--- src/rtl/serial_frame_rx.sv ---
// serial_frame_rx: oversampled serial frame receiver.
// Synchronizes the serial line, finds the start bit, samples DATA_W bits
// LSB-first at mid-bit and checks the stop bit. Good bytes go out as a
// one-cycle write to the downstream FIFO; framing and overrun errors pulse.
// Optional build macro SERIAL_FRAME_RX_PARITY_EN adds an even-parity bit
// between data and stop, and a parity_err pulse output.
//
// Handshake: wr is a one-cycle strobe with dout valid while wr=1. There is
// no back-pressure on the line; when fifo_full=1 at the stop sample the byte
// is dropped and overrun pulses instead of wr.
module serial_frame_rx #(
   parameter int CLKS_PER_BIT = 16,
   parameter int DATA_W       = 8
) (
   input  logic              clk,
   input  logic              rst,
   input  logic              sin,
   input  logic              fifo_full,
   output logic              wr,
   output logic [DATA_W-1:0] dout,
   output logic              frame_err,
   output logic              overrun,
   output logic              busy
`ifdef SERIAL_FRAME_RX_PARITY_EN
   ,
   output logic              parity_err
`endif
);

   localparam int CNT_W = $clog2(CLKS_PER_BIT);
   localparam int BIT_W = $clog2(DATA_W + 1);
   localparam logic [CNT_W-1:0] CNT_HALF = CNT_W'(CLKS_PER_BIT / 2 - 1);
   localparam logic [CNT_W-1:0] CNT_FULL = CNT_W'(CLKS_PER_BIT - 1);
   localparam logic [BIT_W-1:0] BIT_LAST = BIT_W'(DATA_W - 1);

`ifdef SERIAL_FRAME_RX_PARITY_EN
   typedef enum logic [2:0] {IDLE, START, DATA, PARITY, STOP} state_t;
`else
   typedef enum logic [2:0] {IDLE, START, DATA, STOP} state_t;
`endif

   state_t            state_q, state_d;
   logic              sync1_q, s_q;
   logic [CNT_W-1:0]  cnt_q, cnt_d;
   logic [BIT_W-1:0]  bit_q, bit_d;
   logic [DATA_W-1:0] shift_q, shift_d;
   logic [DATA_W-1:0] dout_q, dout_d;
   logic              armed_q, armed_d;
   logic              par_bad;
`ifdef SERIAL_FRAME_RX_PARITY_EN
   logic              par_q, par_d;
   logic              parity_err_c;
   assign par_bad    = ^{shift_q, par_q};
   assign parity_err = parity_err_c;
`else
   assign par_bad = 1'b0;
`endif

   // Two-flop synchronizer; the idle-high line resets to 1.
   always_ff @(posedge clk or posedge rst) begin
      if (rst) begin
         sync1_q <= 1'b1;
         s_q     <= 1'b1;
      end else begin
         sync1_q <= sin;
         s_q     <= sync1_q;
      end
   end

   // State, counters, shift register and held output byte.
   always_ff @(posedge clk or posedge rst) begin
      if (rst) begin
         state_q <= IDLE;
         cnt_q   <= '0;
         bit_q   <= '0;
         shift_q <= '0;
         dout_q  <= '0;
         armed_q <= 1'b1;
`ifdef SERIAL_FRAME_RX_PARITY_EN
         par_q   <= 1'b0;
`endif
      end else begin
         state_q <= state_d;
         cnt_q   <= cnt_d;
         bit_q   <= bit_d;
         shift_q <= shift_d;
         dout_q  <= dout_d;
         armed_q <= armed_d;
`ifdef SERIAL_FRAME_RX_PARITY_EN
         par_q   <= par_d;
`endif
      end
   end

   // Next-state logic and the one-cycle result pulses at the stop sample.
   always_comb begin
      state_d   = state_q;
      bit_d     = bit_q;
      shift_d   = shift_q;
      dout_d    = dout_q;
      armed_d   = armed_q | s_q;
      wr        = 1'b0;
      frame_err = 1'b0;
      overrun   = 1'b0;
`ifdef SERIAL_FRAME_RX_PARITY_EN
      par_d        = par_q;
      parity_err_c = 1'b0;
`endif
      case (state_q)
         IDLE: begin
            // A falling edge only counts once the line was seen high again.
            if (!s_q && armed_q) state_d = START;
         end
         START: begin
            if (cnt_q == CNT_HALF) begin
               if (!s_q) begin
                  state_d = DATA;
                  bit_d   = '0;
               end else begin
                  state_d = IDLE;
               end
            end
         end
         DATA: begin
            if (cnt_q == CNT_FULL) begin
               shift_d = {s_q, shift_q[DATA_W-1:1]};
               if (bit_q == BIT_LAST) begin
                  bit_d = '0;
`ifdef SERIAL_FRAME_RX_PARITY_EN
                  state_d = PARITY;
`else
                  state_d = STOP;
`endif
               end else begin
                  bit_d = bit_q + 1'b1;
               end
            end
         end
`ifdef SERIAL_FRAME_RX_PARITY_EN
         PARITY: begin
            if (cnt_q == CNT_FULL) begin
               par_d   = s_q;
               state_d = STOP;
            end
         end
`endif
         STOP: begin
            if (cnt_q == CNT_FULL) begin
               state_d = IDLE;
               if (!s_q) begin
                  frame_err = 1'b1;
                  armed_d   = 1'b0;
               end else if (par_bad) begin
`ifdef SERIAL_FRAME_RX_PARITY_EN
                  parity_err_c = 1'b1;
`endif
               end else if (fifo_full) begin
                  overrun = 1'b1;
               end else begin
                  wr     = 1'b1;
                  dout_d = shift_q;
               end
            end
         end
         default: state_d = IDLE;
      endcase
      // Baud counter restarts on every state entry and rests in IDLE.
      if (state_d != state_q || state_q == IDLE) cnt_d = '0;
      else                                        cnt_d = cnt_q + 1'b1;
   end

   // The new byte is presented in the same cycle as its write strobe.
   assign dout = wr ? shift_q : dout_q;
   assign busy = (state_q != IDLE);

endmodule

--- config.mk ---
export PLATFORM = sky130hd
export DESIGN_NAME = serial_frame_rx
export DESIGN_NICKNAME = d
export VERILOG_FILES = /design/src/rtl/serial_frame_rx.sv
export SDC_FILE = /design/constraint.sdc
export NUM_CORES = 1
export LEC_CHECK = 0
export ABC_AREA = 0
export CORE_ASPECT_RATIO = 0.6
export CORE_MARGIN = 5
export CORE_UTILIZATION = 45
export DETAILED_ROUTE_END_ITERATION = 6
export PLACE_DENSITY_LB_ADDON = 0.08
export SYNTH_ARGS = -nofsm -noshare
export SYNTH_HDL_FRONTEND = slang
export SYNTH_SLANG_ARGS = --single-unit
--- constraint.sdc ---
create_clock -name clk -period 2.2 [get_ports clk]
set_clock_uncertainty 0.1 [all_clocks]
set_input_delay 0.55 -clock clk [delete_from_list [all_inputs] [get_ports clk]]
set_output_delay 0.55 -clock clk [all_outputs]
set_load 0.005 [all_outputs]
==> metrics.csv, run 1 <==
metric;value;unit
Max Cap Viol;0;
Post-Syn Nets;131;
VDD IR max;0.390;mV
most common cell in the synthesized netlist;dfrtp_1;
number of flops mapped to enable cells by yosys;0;
synthesis-stage register bit count;30;
hold buffers post-CTS;0;
hpwl dp;2070;µm
Post-Route Utilization;62.2;%
Worst-path clk slew;0.06;ns
TNS Setup;-3.93;ns
placed cell area;1850;µm²
CP startpoint kind;flip-flop;
status;finished, violations left;
design area;2050;µm²
Post-Syn Area;1560;µm²
Area growth, synth to finish;31.6;%
Post-synth top cells;27 x dfrtp_1, 15 x mux2_2, 9 x mux2_4;
Num CTS Buffers;5;
synth top area cells;dfrtp_1 43%, mux2_2 11%, mux2_4 8.7%;
initial antenna violation count;0;
FMAX;380;MHz
r2r setup slk;0.13;ns
share of the synthesized area in the top cell type;43.3;%
CTS tree;done;
largest net degree at the start of global routing;31;
Mapped Cells;125;
Setup WS post-layout;-0.431;ns
worst skew pair latency;0.29;ns
Slew Viols, Final;0;
Hold Startpoint;sync1_q;
WL final;3180;µm
wire per inst;15.4;µm
routed vias;1073;
htree depth;2;
Chip Width;86.0;µm
GRT Total Usage;15.2;%
fill count;263;
CP endpoint kind;output port;
Worst Path Max Fanout;7;
I/O pin total;16;
R2R Path End;dout_q[3];
number of remaining DRC errors;0;
ANT cells;0;
YS warnings;0;
I/O Buffers;15;
Sink Count;30;
Initial DRC Count;38;
Synth Flop Type;dfrtp_1;
Pleak;0.967;nW
worst endpoint required time;1.55;ns
Final Wtd Congestion;0.790;
sequential element share of the synthesized area;48.4;%
endpoints failing setup;11;
worst hold margin;0.259;ns
GR Overflow Total;0;
core region area;3300;µm²
unrepaired setup endpoints after global routing;true;
Least-Margin Pin Slew;0.570;ns
cells on worst reg2reg path;8;
hold endpoint;s_q;
die height;55.6;µm
Rows;16;
Via density;5.18;
power density over the cells;556;nW/µm²
root buffer cell;clkbuf_8;
die area;4780;µm²
r2r startpoint;cnt_q[1];
dpl ws;-0.803;ns
Hold Path Depth;0;
kind of critical path;flip-flop to output port;
Initial Util;47.2;%
Final Hold Vio Count;0;
min cycle time layout;2.63;ns
Async S/R FF share, synth;100;%
post-synthesis cell type count;41;
Worst EP arrival;1.98;ns
leading area contributor after synthesis;dfrtp_1;
first-pass GRT wire length;5520;µm
failing checks;negative setup slack;
Final period util;120;%
Post-Syn Area per Cell;12.5;µm²
CTS Buffer Depth;2;
vias in the first global route;1119;
nets@finish;167;
type of the tightest min-delay check;flip-flop to flip-flop;
Antenna Nets Post-Route;0;
DR pass1 iterations;4;
share of layout cells above drive strength 1;44.4;%
Max transition margin;61.9;%
==> layout by cell type, fill, tap and decap left out, drive strengths merged, types with 3 or more instances in the layout <==
master         synthesis  layout
nand3                  7       7
a2111oi                3       3
dfrtp                 27      27
buf                    6      29
nor2                   4       4
clkdlybuf4s50          0       3
nand3b                 3       3
dfstp                  3       3
clkbuf                 1       9
mux2                  24      24
nand2                  3       3
inv                    7       7
mux2i                  3       3
==> sequential cells by signal, summed over array words and instances (netlist names) <==
register  flops
dout_q        8
sync1_q       1
bit_q         4
shift_q       8
state_q       3
armed_q       1
cnt_q         4
s_q           1
==> power breakdown <==
group | switching (mW) | internal [mW] | leakage, nW
combinational | 0.0290 | 0.0220 | 0.505
clock | 0.212 | 0.316 | 0.0575
sequential | 0.00352 | 0.558 | 0.405
==> worst max-delay path by stage <==
stage / from / to / slack [ns] / cells after the start
6_report: cnt_q[1] / dout[4] / -0.43 / 6
5_1_grt: cnt_q[1] / dout[7] / -0.54 / 6
4_1_cts: cnt_q[1] / dout[3] / -0.48 / 7
3_5_place_dp: fifo_full / dout[4] / -0.80 / 5
3_3_place_gp: fifo_full / dout[5] / -0.78 / 5
2_1_floorplan: cnt_q[0] / dout[0] / -0.15 / 6
==> stage by stage <==
step | std cells | power [mW]
after floorplan | 125 | 0.599
after global placement | 192 | 0.621
after detailed placement | 192 | 0.622
after CTS | 207 | 1.16
after global routing | 207 | 1.19
final | 207 | 1.14
==> cells by family after synthesis <==
kind of cell    Yosys count  synth area share [%]
xor+xnor                  3                  1.68
compound gates           16                  7.70
other cells               1                 0.240
simple gates             32                  14.3
flops                    30                  48.4
mux                      27                  21.4
buf+inv                  14                  4.73
fa+ha+maj                 2                  1.60
==> final cells by class <==
type                    instances  area [µm²]  area share (%)
clock buffers                   8         110            5.36
inverters                       7        26.3            1.28
multi-input cells              81         761            37.1
flip-flops and latches         30         754            36.7
well taps                      45        56.3            2.74
repair buffers                 36         345            16.8
==> worst max-delay path, stage by stage (launching register included) <==
cell and delay (ns):
dfrtp_1 0.40, ha_4 0.18, nand4_4 0.10, nor4b_4 0.31, buf_4 0.26, mux2_4 0.32
buf_6 0.12
==> routing by layer <==
metal	track usage, %	up-vias	routed length, µm
li1	-	522	-
met1	19.8	520	1510
met2	22.2	23	1420
met3	4.73	8	174
met4	8.58	0	76
met5	0	-	0
==> what timing repair did <==
action                                  in CTS  in global routing
setup buffers                                8                  1
pin swaps                                    3                  0
gates cloned                                 1                  0
hold endpoints to repair                     0                  0
resized for setup                           54                  4
endpoints found under the setup margin      12                 13
(Power assumes the default switching activity.)
==> run 2: changes to the inputs <==
--- a/config.mk
+++ b/config.mk
@@ -10,6 +10,7 @@
 export CORE_MARGIN = 5
 export CORE_UTILIZATION = 45
 export DETAILED_ROUTE_END_ITERATION = 6
+export HOLD_SLACK_MARGIN = 0.06
 export PLACE_DENSITY_LB_ADDON = 0.08
 export SYNTH_ARGS = -nofsm -noshare
 export SYNTH_HDL_FRONTEND = slang
==> constraint.sdc (replaced) <==
create_clock -name clk -period 2.95 [get_ports clk]
set_clock_uncertainty 0.1 [all_clocks]
set_input_delay 0.7375 -clock clk [delete_from_list [all_inputs] [get_ports clk]]
set_output_delay 0.7375 -clock clk [all_outputs]
set_load 0.005 [all_outputs]
==> run 2 against run 1 <==
  * The run now ends clean
  * First-iteration DRC count shrank 7.9%
  * Non-clock buffer count is 1 lower
  * Sequential cell count unchanged
  * Worst hold slack worse by 0.0043 ns
  * Clock power decreased by 36%
  * Die area unchanged
  * Critical path type unchanged
  * Largest cell class is now flip-flops and latches
==> metrics.csv, run 2 (synthesis gave the netlist of run 1 again) <==
metric;value;unit;change
status;completed;;
I/O pin total;16;;unchanged
total power draw;791;µW;-31%
design area;1990;µm²;-3.2%
GRT Total Usage;14.4;%;-0.79 points
largest registers;dout_q: 8 flops, shift_q: 8 flops;;
worst endpoint required time;2.11;ns;+0.56 ns
min cycle time layout;2.85;ns;
worst hold margin;0.255;ns;-0.00426 ns
Initial DRC Count;35;;-7.9%
dpl ws;-0.397;ns;+0.407 ns
wire per inst;15.2;µm;-1.1%
Worst EP arrival;2.01;ns;+0.03 ns
Switch Pwr;173;µW;-30%
Clock power frac;42.5;%;-3.8 points
CP peak stage delay;0.42;ns;+0.02 ns
CTS tree;done;;
family with the most delay on the worst path;simple AND/OR/NAND/NOR gates;;
Post-Route Utilization;60.2;%;-2.0 points
power density over the cells;398;nW/µm²;-28%
hold buffers post-CTS;0;;unchanged
Least-Margin Pin Slew;0.708;ns;+0.138 ns
number of remaining DRC errors;0;;unchanged
Hold Path Depth;0;;unchanged
placed cell area;1790;µm²;-3.2%
CTS Buffer Depth;2;;unchanged
kind of critical path;flip-flop to output port;;
largest net degree at the start of global routing;31;;unchanged
commonest non-fill, non-tap cells in the layout;27 x dfrtp_1, 15 x mux2_2, 14 x buf_4;;
first-pass GRT wire length;5390;µm;-2.4%
Sw Ratio;21.8;%;+0.34 points
Worst-path clk slew;0.06;ns;about the same
endpoints failing setup;0;;-11
CP bufs+invs;2;;unchanged
Final period util;96.6;%;
WL final;3130;µm;-1.6%
worst skew pair latency;0.27;ns;-0.02 ns
Internal;618;µW;-31%
root buffer cell;clkbuf_8;;
Final Wtd Congestion;0.797;;+0.80%
Final Hold Vio Count;0;;unchanged
CP startpoint kind;flip-flop;;
die area;4780;µm²;unchanged
Max transition margin;52.2;%;-9.7 points
core region area;3300;µm²;unchanged
Slew Viols, Final;0;;unchanged
initial antenna violation count;0;;unchanged
ANT cells;0;;unchanged
FMAX;351;MHz;
crit path cell chain;ha_4, nand4_4, nor4b_4, buf_6, mux2_2, clkdlybuf4s15_1;;
type of the tightest min-delay check;flip-flop to flip-flop;;
slowest stage cell, crit path;dfrtp_1;;
VDD IR max;0.242;mV;-38%
Max Cap Viol;0;;unchanged
cells on worst reg2reg path;6;;-2
hpwl dp;2140;µm;+3.4%
Antenna Nets Post-Route;0;;unchanged
Comb power frac;4.1;%;-0.4 points
number of gates on the worst path with buffers counted;6;;unchanged
placed cell count;187;;-2.6%
CP endpoint kind;output port;;
share of layout cells above drive strength 1;42.9;%;-1.6 points
DR pass1 iterations;4;;unchanged
Initial Util;47.2;%;unchanged
most common cell after layout, fill and taps aside;dfrtp_1;;
Setup WS post-layout;0.0999;ns;+0.531 ns
Rows;16;;unchanged
Sink Count;30;;unchanged
Pleak;0.938;nW;-3.0%
routed vias;1066;;-0.65%
htree depth;2;;unchanged
final cell count without fillers;206;;-0.48%
Worst Path Max Fanout;4;;-3
TNS Setup;0;ns;+3.93 ns
Num CTS Buffers;5;;unchanged
Sequential Power Share;53.3;%;+4.0 points
Via density;5.17;;-0.17%
I/O Buffers;15;;unchanged
vias in the first global route;1100;;-1.7%
GR Overflow Total;0;;unchanged
Area growth, synth to finish;27.3;%;
Chip Width;86.0;µm;unchanged
nets@finish;166;;-0.60%
die height;55.6;µm;unchanged
fill count;270;;+2.7%
## run 2: changes by cell type in the layout (fill, tap and decap cells not counted), sizes merged
cell           delta
dlygate4sd2       -1
clkinv            +1
clkdlybuf4s50     +2
clkbuf            +5
buf               -9
clkdlybuf4s15     +1
## run 2: per-layer routing
metal | GRT usage (%) | up-vias | wire length [µm]
li1 | - | 524 | -
met1 | 19.5 | 520 | 1540
met2 | 22.1 | 18 | 1440
met3 | 5.03 | 4 | 127
met4 | 3.39 | 0 | 26
met5 | 0 | - | 0
## run 2: final cells by class
class                           count  area [µm²]  share of cell area (%)
Sequential cell                    30         754                    38.0
Multi-Input combinational cell     81         753                    37.9
Timing Repair Buffer               35         305                    15.4
Clock buffer                        7        86.3                    4.35
Tap cell                           45        56.3                    2.83
Inverter                            7        26.3                    1.32
Clock inverter                      1        5.00                   0.252
## run 2: power by group through the flow
stage / combinational, mW / sequential [mW] / clock [mW]
floorplan: 0.0196 / 0.426 / 0
global placement: 0.0312 / 0.428 / 0
detailed placement: 0.0321 / 0.428 / 0
CTS: 0.0324 / 0.422 / 0.344
global route: 0.0369 / 0.422 / 0.363
finish: 0.0325 / 0.422 / 0.337
## run 2: final timing paths
kind	endpoint	startpoint	slack (ns)
min in group asynchronous	bit_q[1]	rst	0.73
max in group asynchronous	armed_q	rst	1.70
hold / removal	s_q	sync1_q	0.25
hold reg to reg	s_q	sync1_q	0.25
setup reg to reg	shift_q[0]	cnt_q[0]	0.77
setup / recovery	dout[5]	cnt_q[0]	0.1
## run 2: what timing repair did
item	4_1_cts	5_1_grt
setup buffers	8	3
pin swaps	3	2
resized for setup	19	15
hold endpoints to repair	0	0
setup endpoints to repair	9	5
